--- src/rtl/instr_encoder.sv ---
// Packs decoded instruction fields into 32-bit words and queues them in a small output FIFO.
// Optional macro INSTR_ENCODER_CMP_FIXUP_EN forces S=1 and Rd=0 on data-processing compares.
module instr_encoder #(
    parameter int DEPTH = 2,
    parameter int CNT_W = 16
) (
    input  logic             clk,
    input  logic             rst,
    input  logic             in_valid,
    output logic             in_ready,
    input  logic [1:0]       in_op,
    input  logic [3:0]       in_cond,
    input  logic             in_imm_sel,
    input  logic [3:0]       in_cmd,
    input  logic             in_set,
    input  logic [3:0]       in_rn,
    input  logic [3:0]       in_rd,
    input  logic [11:0]      in_imm12,
    input  logic [3:0]       in_rm,
    input  logic [23:0]      in_offset,
    output logic [31:0]      instr,
    output logic             instr_valid,
    input  logic             instr_ready,
    output logic             err_illegal,
    output logic [CNT_W-1:0] instr_count
);

    localparam int AW = (DEPTH > 1) ? $clog2(DEPTH) : 1;
    localparam logic [AW:0] FULL_OCC = (AW+1)'(DEPTH);

    logic [31:0]      r_mem [DEPTH];
    logic [AW-1:0]    r_wr_ptr;
    logic [AW-1:0]    r_rd_ptr;
    logic [AW:0]      r_occ;
    logic             r_err;
    logic [CNT_W-1:0] r_count;

    logic        w_accept;
    logic        w_legal;
    logic        w_push;
    logic        w_pop;
    logic        w_set;
    logic [3:0]  w_rd;
    logic [11:0] w_operand;
    logic [31:0] w_word;

    assign in_ready    = (r_occ != FULL_OCC);
    assign instr_valid = (r_occ != '0);
    assign instr       = instr_valid ? r_mem[r_rd_ptr] : 32'h0;
    assign err_illegal = r_err;
    assign instr_count = r_count;

    assign w_accept = in_valid && in_ready;
    assign w_legal  = (in_op != 2'd3);
    assign w_push   = w_accept && w_legal;
    assign w_pop    = instr_valid && instr_ready;

`ifdef INSTR_ENCODER_CMP_FIXUP_EN
    // Compares never write back, so the decoder expects S set and Rd cleared.
    logic w_is_cmp;
    assign w_is_cmp = (in_op == 2'd0) && (in_cmd == 4'd10);
    assign w_set    = w_is_cmp ? 1'b1 : in_set;
    assign w_rd     = w_is_cmp ? 4'd0 : in_rd;
`else
    assign w_set    = in_set;
    assign w_rd     = in_rd;
`endif

    assign w_operand = in_imm_sel ? in_imm12 : {8'h00, in_rm};

    always_comb begin
        w_word = {in_cond, in_op, in_imm_sel, in_cmd, w_set, in_rn, w_rd, w_operand};
        if (in_op == 2'd2) begin
            w_word = {in_cond, in_op, 1'b1, in_set, in_offset};
        end
    end

    always_ff @(posedge clk) begin
        if (w_push) begin
            r_mem[r_wr_ptr] <= w_word;
        end
    end

    always_ff @(posedge clk) begin
        if (rst) begin
            r_wr_ptr <= '0;
            r_rd_ptr <= '0;
            r_occ    <= '0;
            r_err    <= 1'b0;
            r_count  <= '0;
        end else begin
            r_err <= w_accept && !w_legal;
            if (w_push) begin
                r_wr_ptr <= r_wr_ptr + AW'(1);
            end
            if (w_pop) begin
                r_rd_ptr <= r_rd_ptr + AW'(1);
            end
            case ({w_push, w_pop})
                2'b10:   r_occ <= r_occ + (AW+1)'(1);
                2'b01:   r_occ <= r_occ - (AW+1)'(1);
                default: r_occ <= r_occ;
            endcase
            // Saturate rather than wrap so long runs never report a small count.
            if (w_push && (r_count != {CNT_W{1'b1}})) begin
                r_count <= r_count + CNT_W'(1);
            end
        end
    end

endmodule

--- config.mk ---
export PLATFORM = sky130hd
export DESIGN_NAME = instr_encoder
export DESIGN_NICKNAME = d
export VERILOG_FILES = /design/src/rtl/instr_encoder.sv
export SDC_FILE = /design/constraint.sdc
export NUM_CORES = 1
export LEC_CHECK = 0
export CAP_MARGIN = 20
export CORE_ASPECT_RATIO = 1.1
export CORE_MARGIN = 2
export CORE_UTILIZATION = 24
export CTS_BUF_LIST = sky130_fd_sc_hd__clkbuf_2 sky130_fd_sc_hd__clkbuf_4 sky130_fd_sc_hd__clkbuf_8
export CTS_CLUSTER_SIZE = 14
export DETAILED_ROUTE_END_ITERATION = 10
export PLACE_DENSITY = 0.47
export SLEW_MARGIN = 30
export SYNTH_ARGS = -nofsm -noshare
export SYNTH_HDL_FRONTEND = slang
export SYNTH_SLANG_ARGS = --single-unit
--- constraint.sdc ---
create_clock -name clk -period 4.34 [get_ports clk]
set_input_delay 1.302 -clock clk [delete_from_list [all_inputs] [get_ports clk]]
set_output_delay 1.302 -clock clk [all_outputs]
set_load 0.02 [all_outputs]
Word level (Yosys, flattened, before mapping) --
Memories as Yosys holds them, arrays and structs flattened. A register that Yosys moved wholly into a read port is not among the register bits. Cells that the tools add are included.
Storage, ports and cells: memory bits (read-only) 0, memory bits (writable) 64, bits in registers 21, latch bits 0, memories 1, output and inout port bits 51, word-level logic and storage cells 33, input bits 64
Cells by class: multiplexer cells 8, $mul 0, magnitude comparators 0, div/mod/pow operators 0, add/subtract/negate cells 5, bitwise logic cells 0, equal/unequal tests 6, reductions and logical operators 8, shift-type cells 0
Memories:
- r_mem | words 2, bits a word 32, read ports 1, clocked after Yosys merged registers in 1, write ports 1, line 31 | logic [31:0] r_mem [DEPTH];
Operators by type and width (number):
- two-way mux 32 bit | 1
- two-way mux 26 bit | 1
- adder 16 x 1 -> 16 bit (second input constant) | 1
- inequality test 16 bit (second input constant) | 1
- two-way mux 12 bit | 1
- logical AND 1 bit | 5
- equality test 2 bit (second input constant) | 2
- two-way mux 1 bit | 4
- inequality test 2 bit (second input constant) | 2
- case mux 2 bit (2 select lines) | 1
- nonzero test 2 bit | 2
- adder 1 bit (second input constant) | 2
- adder 2 x 1 -> 2 bit (second input constant) | 1
- equality test 2 x 1 -> 1 bit (second input constant) | 1
- subtractor 2 x 1 -> 2 bit (second input constant) | 1
- zero test 1 bit | 1

Longest topological paths before layout --
Gate-level depths: netlist of the first run.
depth in word-level cells 5, depth in mapped cells 7, mapped depth without buffers 7

Least setup slack after synthesis of the first run --
No wires, ideal clock.
path type input -> register, from input port in_op[0], to memory r_mem[0][0] (enable), stages 3, data required time 3919 ps, setup slack 814 ps, arrival time 3105 ps, buffers on the path 0, setup time 421 ps, path through nand2_1 > nand3_2 > nor2_1
On the way: word-level cells in the longest chain between the ends 4
Ends and longest elaborated chain:
- start, declared | line 11 | input logic [1:0] in_op,
- inequality test 2 bit | line 54 | assign w_legal = (in_op != 2'd3);
- logical AND 1 bit | line 55 | assign w_push = w_accept && w_legal;
- two-way mux 1 bit | line 79 | if (w_push) begin
- two-way mux 1 bit (implied by the code) | line 80 | r_mem[r_wr_ptr] <= w_word;
- end, declared | line 31
No other way between the ends.

Worst setup path after layout of the first run --
from register r_occ[0], to output port instr[15]
On the way: word-level cells in the longest chain between the ends 2
Ends and longest elaborated chain:
- start, declared | line 34 | logic [AW:0] r_occ;
- start signal, assigned | line 100 | 2'b10: r_occ <= r_occ + (AW+1)'(1);
- start signal, assigned | line 101 | 2'b01: r_occ <= r_occ - (AW+1)'(1);
- start signal, assigned | line 102 | default: r_occ <= r_occ;
- nonzero test 2 bit | line 48 | assign instr_valid = (r_occ != '0);
- two-way mux 32 bit | line 49 | assign instr = instr_valid ? r_mem[r_rd_ptr] : 32'h0;
- end, declared | line 21 | output logic [31:0] instr,
No other way between the ends.

==> results of run 1 <==
## flip-flops by register name, summed over array words and instances (netlist names), named ones only
| register | flops |
|---|---|
| r_occ | 2 |
| r_mem | 64 |
| instr_count | 16 |
| err_illegal | 1 |
| r_rd_ptr | 1 |
| r_wr_ptr | 1 |
## layout by cell type, fill, tap and decap left out, types with 3 or more instances in the layout
cell type / n
a21oi_1: 13
buf_4: 6
clkbuf_8: 9
clkdlybuf4s50_1: 113
dfxtp_1: 21
edfxtp_1: 64
inv_1: 7
mux2_2: 16
mux2i_1: 36
nand2_1: 27
nand3_1: 4
nand4_1: 5
nor2_1: 40
nor2b_1: 4
nor4_1: 4
o21ai_0: 17
o31ai_1: 6
or3_1: 5
or4_1: 4
xnor2_1: 3
## power groups by stage
stage	logic, W	clock network (W)	registers (W)
after global routing	0.00104	0.000611	0.00105
final	0.000960	0.000554	0.00104
after CTS	0.000981	0.000576	0.00105
after detailed placement	0.000979	0	0.00106
after global placement	0.000973	0	0.00106
after floorplan	0.000546	0	0.00104
## logic make-up (layout without fill, tap and decap cells)
family | after synthesis | count (layout) | share of synthesized area (%)
flops | 86 | 86 | 60.38
buf+inv | 23 | 143 | 2.686
mux | 52 | 52 | 13.82
simple gates | 114 | 114 | 15.35
compound gates | 42 | 42 | 6.236
fa+ha+maj | 2 | 2 | 0.6395
xor+xnor | 4 | 4 | 0.8956
## cell type report
type | count | area [sq um] | area share (%)
flip-flops and latches | 86 | 2364 | 43.08
multi-input cells | 214 | 1470 | 26.80
repair buffers | 120 | 1181 | 21.53
well taps | 200 | 250.2 | 4.561
clock buffers | 9 | 123.9 | 2.258
clock inverters | 7 | 71.32 | 1.300
inverters | 7 | 26.28 | 0.4789
## layer usage
layer	GRT usage (%)	up-vias	routed length, um
met5	0	-	0
met4	2.869	0	116
met3	4.475	7	699
met2	19.10	94	4594
met1	13.87	1361	4412
li1	-	1414	-
## worst max-delay path: stages, from the launching register on
cell             delay [ns]
dfxtp_1                0.36
nor2_2                 0.51
buf_4                  0.38
nor2_1                 0.09
clkdlybuf4s50_1        0.57
## worst paths after layout
kind	endpoint	cells past startpoint
max	instr[15]	4
min	instr_count[14]$_SDFFE_PP0P_	2
max reg2reg	r_occ[1]$_SDFFE_PP0P_	6
min reg2reg	instr_count[14]$_SDFFE_PP0P_	2
## metrics by stage
step,power (W),instance area (sq um),util (%)
3_5_place_dp,0.002042,5296,33.53
3_3_place_gp,0.002034,5296,33.53
2_1_floorplan,0.001584,3913,-
6_report,0.002556,5487,34.74
4_1_cts,0.002603,5492,34.77
5_1_grt,0.002703,5487,34.74
==> metrics.txt, run 1 <==
Static Leak 1.803 nW; WHS 0.5186 ns; Final #Nets 504; CTS Root Cell clkbuf_8; async set-reset flop share out of synthesis 0%; total grt overflow 0; post-synth net total 389; Int Power 0.001694 W; Syn Area/Cell 12.11 sq um; chip width 125.7 um; diode count 0; sequential power share 40.8%; DRC violations left 0; 1st-iter DRT viols 135; fin crit period 3.576 ns; Mapped Area 0.003913 sq mm; Netlist cell types 40; die span in y 137.9 um; commonest cells in the netlist edfxtp_1 (64), nor2_1 (43), mux2i_1 (36); drt wl/cell 15.28 um; Max Clk Rate 279.6 MHz; critical path class register to output pin; Area Overhead vs Synth 40.23%; P per Cell Area 465.9 mW/mm^2; total die area 0.01734 sq mm; Setup WS post-layout 0.7638 ns; DR vias/cell 4.473; CTS tree yes; Synth area leaders edfxtp_1 (49%), dfxtp_1 (11%), mux2i_1 (9.2%), mux2_2 (4.6%), nor2_1 (4.1%); Setup Skew 0.008441 ns; WP data required 3.04 ns; first-pass GRT wire length 15390 um; Post-synth EDFFs 64; Max Root-Sink Buffers 2; max-slew violation count 0; reg2reg start r_occ[0]$_SDFFE_PP0P_; CTS H-Tree Depth 3; RSZ-0062 raised after global routing false; Worst-Margin Slew 0.6462 ns; HP Start instr_count[14]$_SDFFE_PP0P_; # resized after CTS 0; site row count 48; buffers added on ports 114; Max Cap Viol 0; setup TNS 0 ns; Max VDD drop 0.1820 mV; critical path capture point type output pin; number of fill cells 1563; GR Util All Layers 11.40%; Synth top area share 49.12%; part of the cycle the worst path needs 82.40%; share of layout cells above drive strength 1 11.74%; Post-Place Setup Slack 0.9246 ns; P_sw 0.0008620 W; outcome finished, final reports clean; final non-filler cell total 643; Sw Ratio 33.72%; first-pass iteration count of the detailed router 4; initial core utilization 24.77%; DP HPWL 6806 um; core area 0.01580 sq mm; Slew headroom 56.79%; area leader, netlist edfxtp_1; via count 2876; Comb power frac 37.5%; # setup viols final 0; ys flop type edfxtp_1; # hold bufs at CTS 0; pin count of the biggest net entering global routing 33; clock power share 21.7%; Gate Count Post-Synth 323; register-to-register setup slack 2.22 ns; Final ANT Viol Nets 0; Clock Pin Slew Worst Setup and Hold Paths 0.08 ns; # Post-CTS Setup Buffers 0; clock sinks 86; hold crit path type register to register; vias in the first global route 2893; critical path startpoint category register; clk_lat worst skew 0.35 ns; count leader, synth edfxtp_1; initial antenna violation count 0; Worst Path Arrival 2.27 ns; Post-Route WL 9823 um; critical path peak fanout 20; register area share after synthesis 60.38%; placed instance count 627; GPL Wtd Cong 0.7911; Seq cells post-synth 86; Yosys warning total 0; IO Count 115; count of final hold-check violations 0; cts bufs inserted 9; Critical Path Source r_occ[0]$_SDFFE_PP0P_
(Power assumes the default switching activity.)
==> inputs of run 2 (changes only) <==
--- a/config.mk
+++ b/config.mk
@@ -12,7 +12,7 @@
 export CTS_BUF_LIST = sky130_fd_sc_hd__clkbuf_2 sky130_fd_sc_hd__clkbuf_4 sky130_fd_sc_hd__clkbuf_8
 export CTS_CLUSTER_SIZE = 14
 export DETAILED_ROUTE_END_ITERATION = 10
-export PLACE_DENSITY = 0.47
+export PLACE_DENSITY = 0.49
 export SLEW_MARGIN = 30
 export SYNTH_ARGS = -nofsm -noshare
 export SYNTH_HDL_FRONTEND = slang
==> constraint.sdc (replaced) <==
create_clock -name clk -period 2.9 [get_ports clk]
set_input_delay 0.87 -clock clk [delete_from_list [all_inputs] [get_ports clk]]
set_output_delay 0.87 -clock clk [all_outputs]
set_load 0.02 [all_outputs]
==> metrics.txt, run 2 (synthesis results as in run 1) <==
Setup WS post-layout 0.1598 ns; vias in the first global route 2897; total die area 0.01734 sq mm; Area Overhead vs Synth 41.89%; Post-Route WL 9552 um; RSZ-0062 raised after global routing false; WP data required 2.03 ns; part of the cycle the worst path needs 94.49%; clock sinks 86; critical path class register to output pin; most common cell after layout, fill and taps aside clkdlybuf4s50_1; drt wl/cell 14.79 um; most frequent cells in the layout clkdlybuf4s50_1 (114), edfxtp_1 (64), nor2_1 (40); total grt overflow 0; Max VDD drop 0.2420 mV; worst path cell trace nor2_4 -> buf_6 -> nor2_1 -> clkdlybuf4s50_1; Max Root-Sink Buffers 2; CTS Root Cell clkbuf_8; slowest stage delay, CP 0.57 ns; RR Endpoint r_occ[1]$_SDFFE_PP0P_; die span in y 137.9 um; Critical Path Source r_occ[0]$_SDFFE_PP0P_; count of final hold-check violations 0; hold path depth 2; delay-heaviest family, CP buffers and inverters; GPL Wtd Cong 0.8352; GR Util All Layers 11.14%; critical path peak fanout 26; IO Count 115; Worst Path Arrival 1.87 ns; hold crit path type register to register; Worst-Margin Slew 0.6350 ns; reg2reg start r_occ[0]$_SDFFE_PP0P_; # setup viols final 0; Final #Nets 507; most flop-heavy register r_mem; Worst Path Buf+Inv 2; initial core utilization 24.77%; Hold Crit Endpoint instr_count[14]$_SDFFE_PP0P_; core area 0.01580 sq mm; # hold bufs at CTS 0; diode count 0; Setup Skew 0.01227 ns; CTS tree yes; fin crit period 2.740 ns; max-slew violation count 0; chip width 125.7 um; first-pass iteration count of the detailed router 4; via count 2835; Max Cap Viol 0; pin count of the biggest net entering global routing 39; share of layout cells above drive strength 1 12.11%; CTS H-Tree Depth 3; Max Clk Rate 364.9 MHz; outcome finished, final reports clean; DR vias/cell 4.389; Worst Reg2Reg Path Length in Cells 6; DP HPWL 6543 um; max reg flops 64; critical path capture point type output pin; first-pass GRT wire length 15040 um; cts bufs inserted 9; initial antenna violation count 0; site row count 48; Static Leak 1.824 nW; Slew headroom 57.53%; register-to-register setup slack 1.02 ns; slowest stage cell on the critical path clkdlybuf4s50_1; # Post-CTS Setup Buffers 0; Post-Place Setup Slack 0.1719 ns; HP Start instr_count[14]$_SDFFE_PP0P_; DRC violations left 0; clk_lat worst skew 0.35 ns; buffers added on ports 114; 1st-iter DRT viols 136; DP Area 0.005364 sq mm; P per Cell Area 685.3 mW/mm^2; critical path startpoint category register; Clock Pin Slew Worst Setup and Hold Paths 0.09 ns; Final ANT Viol Nets 0; post-route cell area 0.005552 sq mm
run 2: worst max-delay path by stage:
stage	cells past startpoint	to	slack [ns]
floorplan	3	r_mem[0][0]$_DFFE_PP_	-0.19
global placement	6	r_occ[1]$_SDFFE_PP0P_	0.22
detailed placement	5	instr_count[11]$_SDFFE_PP0P_	0.17
CTS	4	instr[6]	0.1
global route	4	instr[6]	0.0008
finish	4	instr[25]	0.16
run 2: cell type report:
class / count / area, sq um
Clock inverter: 7 / 55.05
Multi-Input combinational cell: 214 / 1470
Clock buffer: 9 / 123.9
Tap cell: 200 / 250.2
Sequential cell: 86 / 2364
Inverter: 7 / 26.28
Timing Repair Buffer: 123 / 1262
Fill cell: 1544 / 10240
run 2: repair_timing:
action / CTS / global route
resized for setup: 2 / 0
endpoints found under the hold margin: 0 / 0
endpoints found under the setup margin: 26 / 0
run 2: worst reg2reg max path, cell delays in order, from the launching register on:
cell	delay, ns
dfxtp_1	0.38
nor2_4	0.22
inv_1	0.15
and2_1	0.23
ha_1	0.34
or3_1	0.35
a21oi_1	0.14
run 2: metal layers:
layer / up-vias / global-route usage (%) / routed length, um
met5: - / 0 / 0
met4: 0 / 3.846 / 95
met3: 6 / 3.356 / 631
met2: 92 / 17.81 / 4268
met1: 1317 / 14.48 / 4557
li1: 1420 / - / -
run 2: power by group:
group | leakage, nW | switching, W | internal, W | total [W]
Combinational | 0.961 | 0.000808 | 0.000694 | 0.00150
Sequential | 0.775 | 0.0000525 | 0.00148 | 0.00154
Clock | 0.0883 | 0.000446 | 0.000320 | 0.000767
Total | 1.82 | 0.00131 | 0.00250 | 0.00380
run 2: through the flow:
step           total power [W]  setup TNS, ns  cells  util [%]  hold WS (ns)
5_1_grt               0.004033              0    646     35.15        0.5607
3_3_place_gp          0.003072              0    630     33.96        0.4921
6_report              0.003804              0    646     35.15        0.5231
2_1_floorplan         0.002371         -12.42    323         -        0.4718
4_1_cts               0.003878              0    646     35.15        0.5130
3_5_place_dp          0.003082              0    630     33.96        0.4948
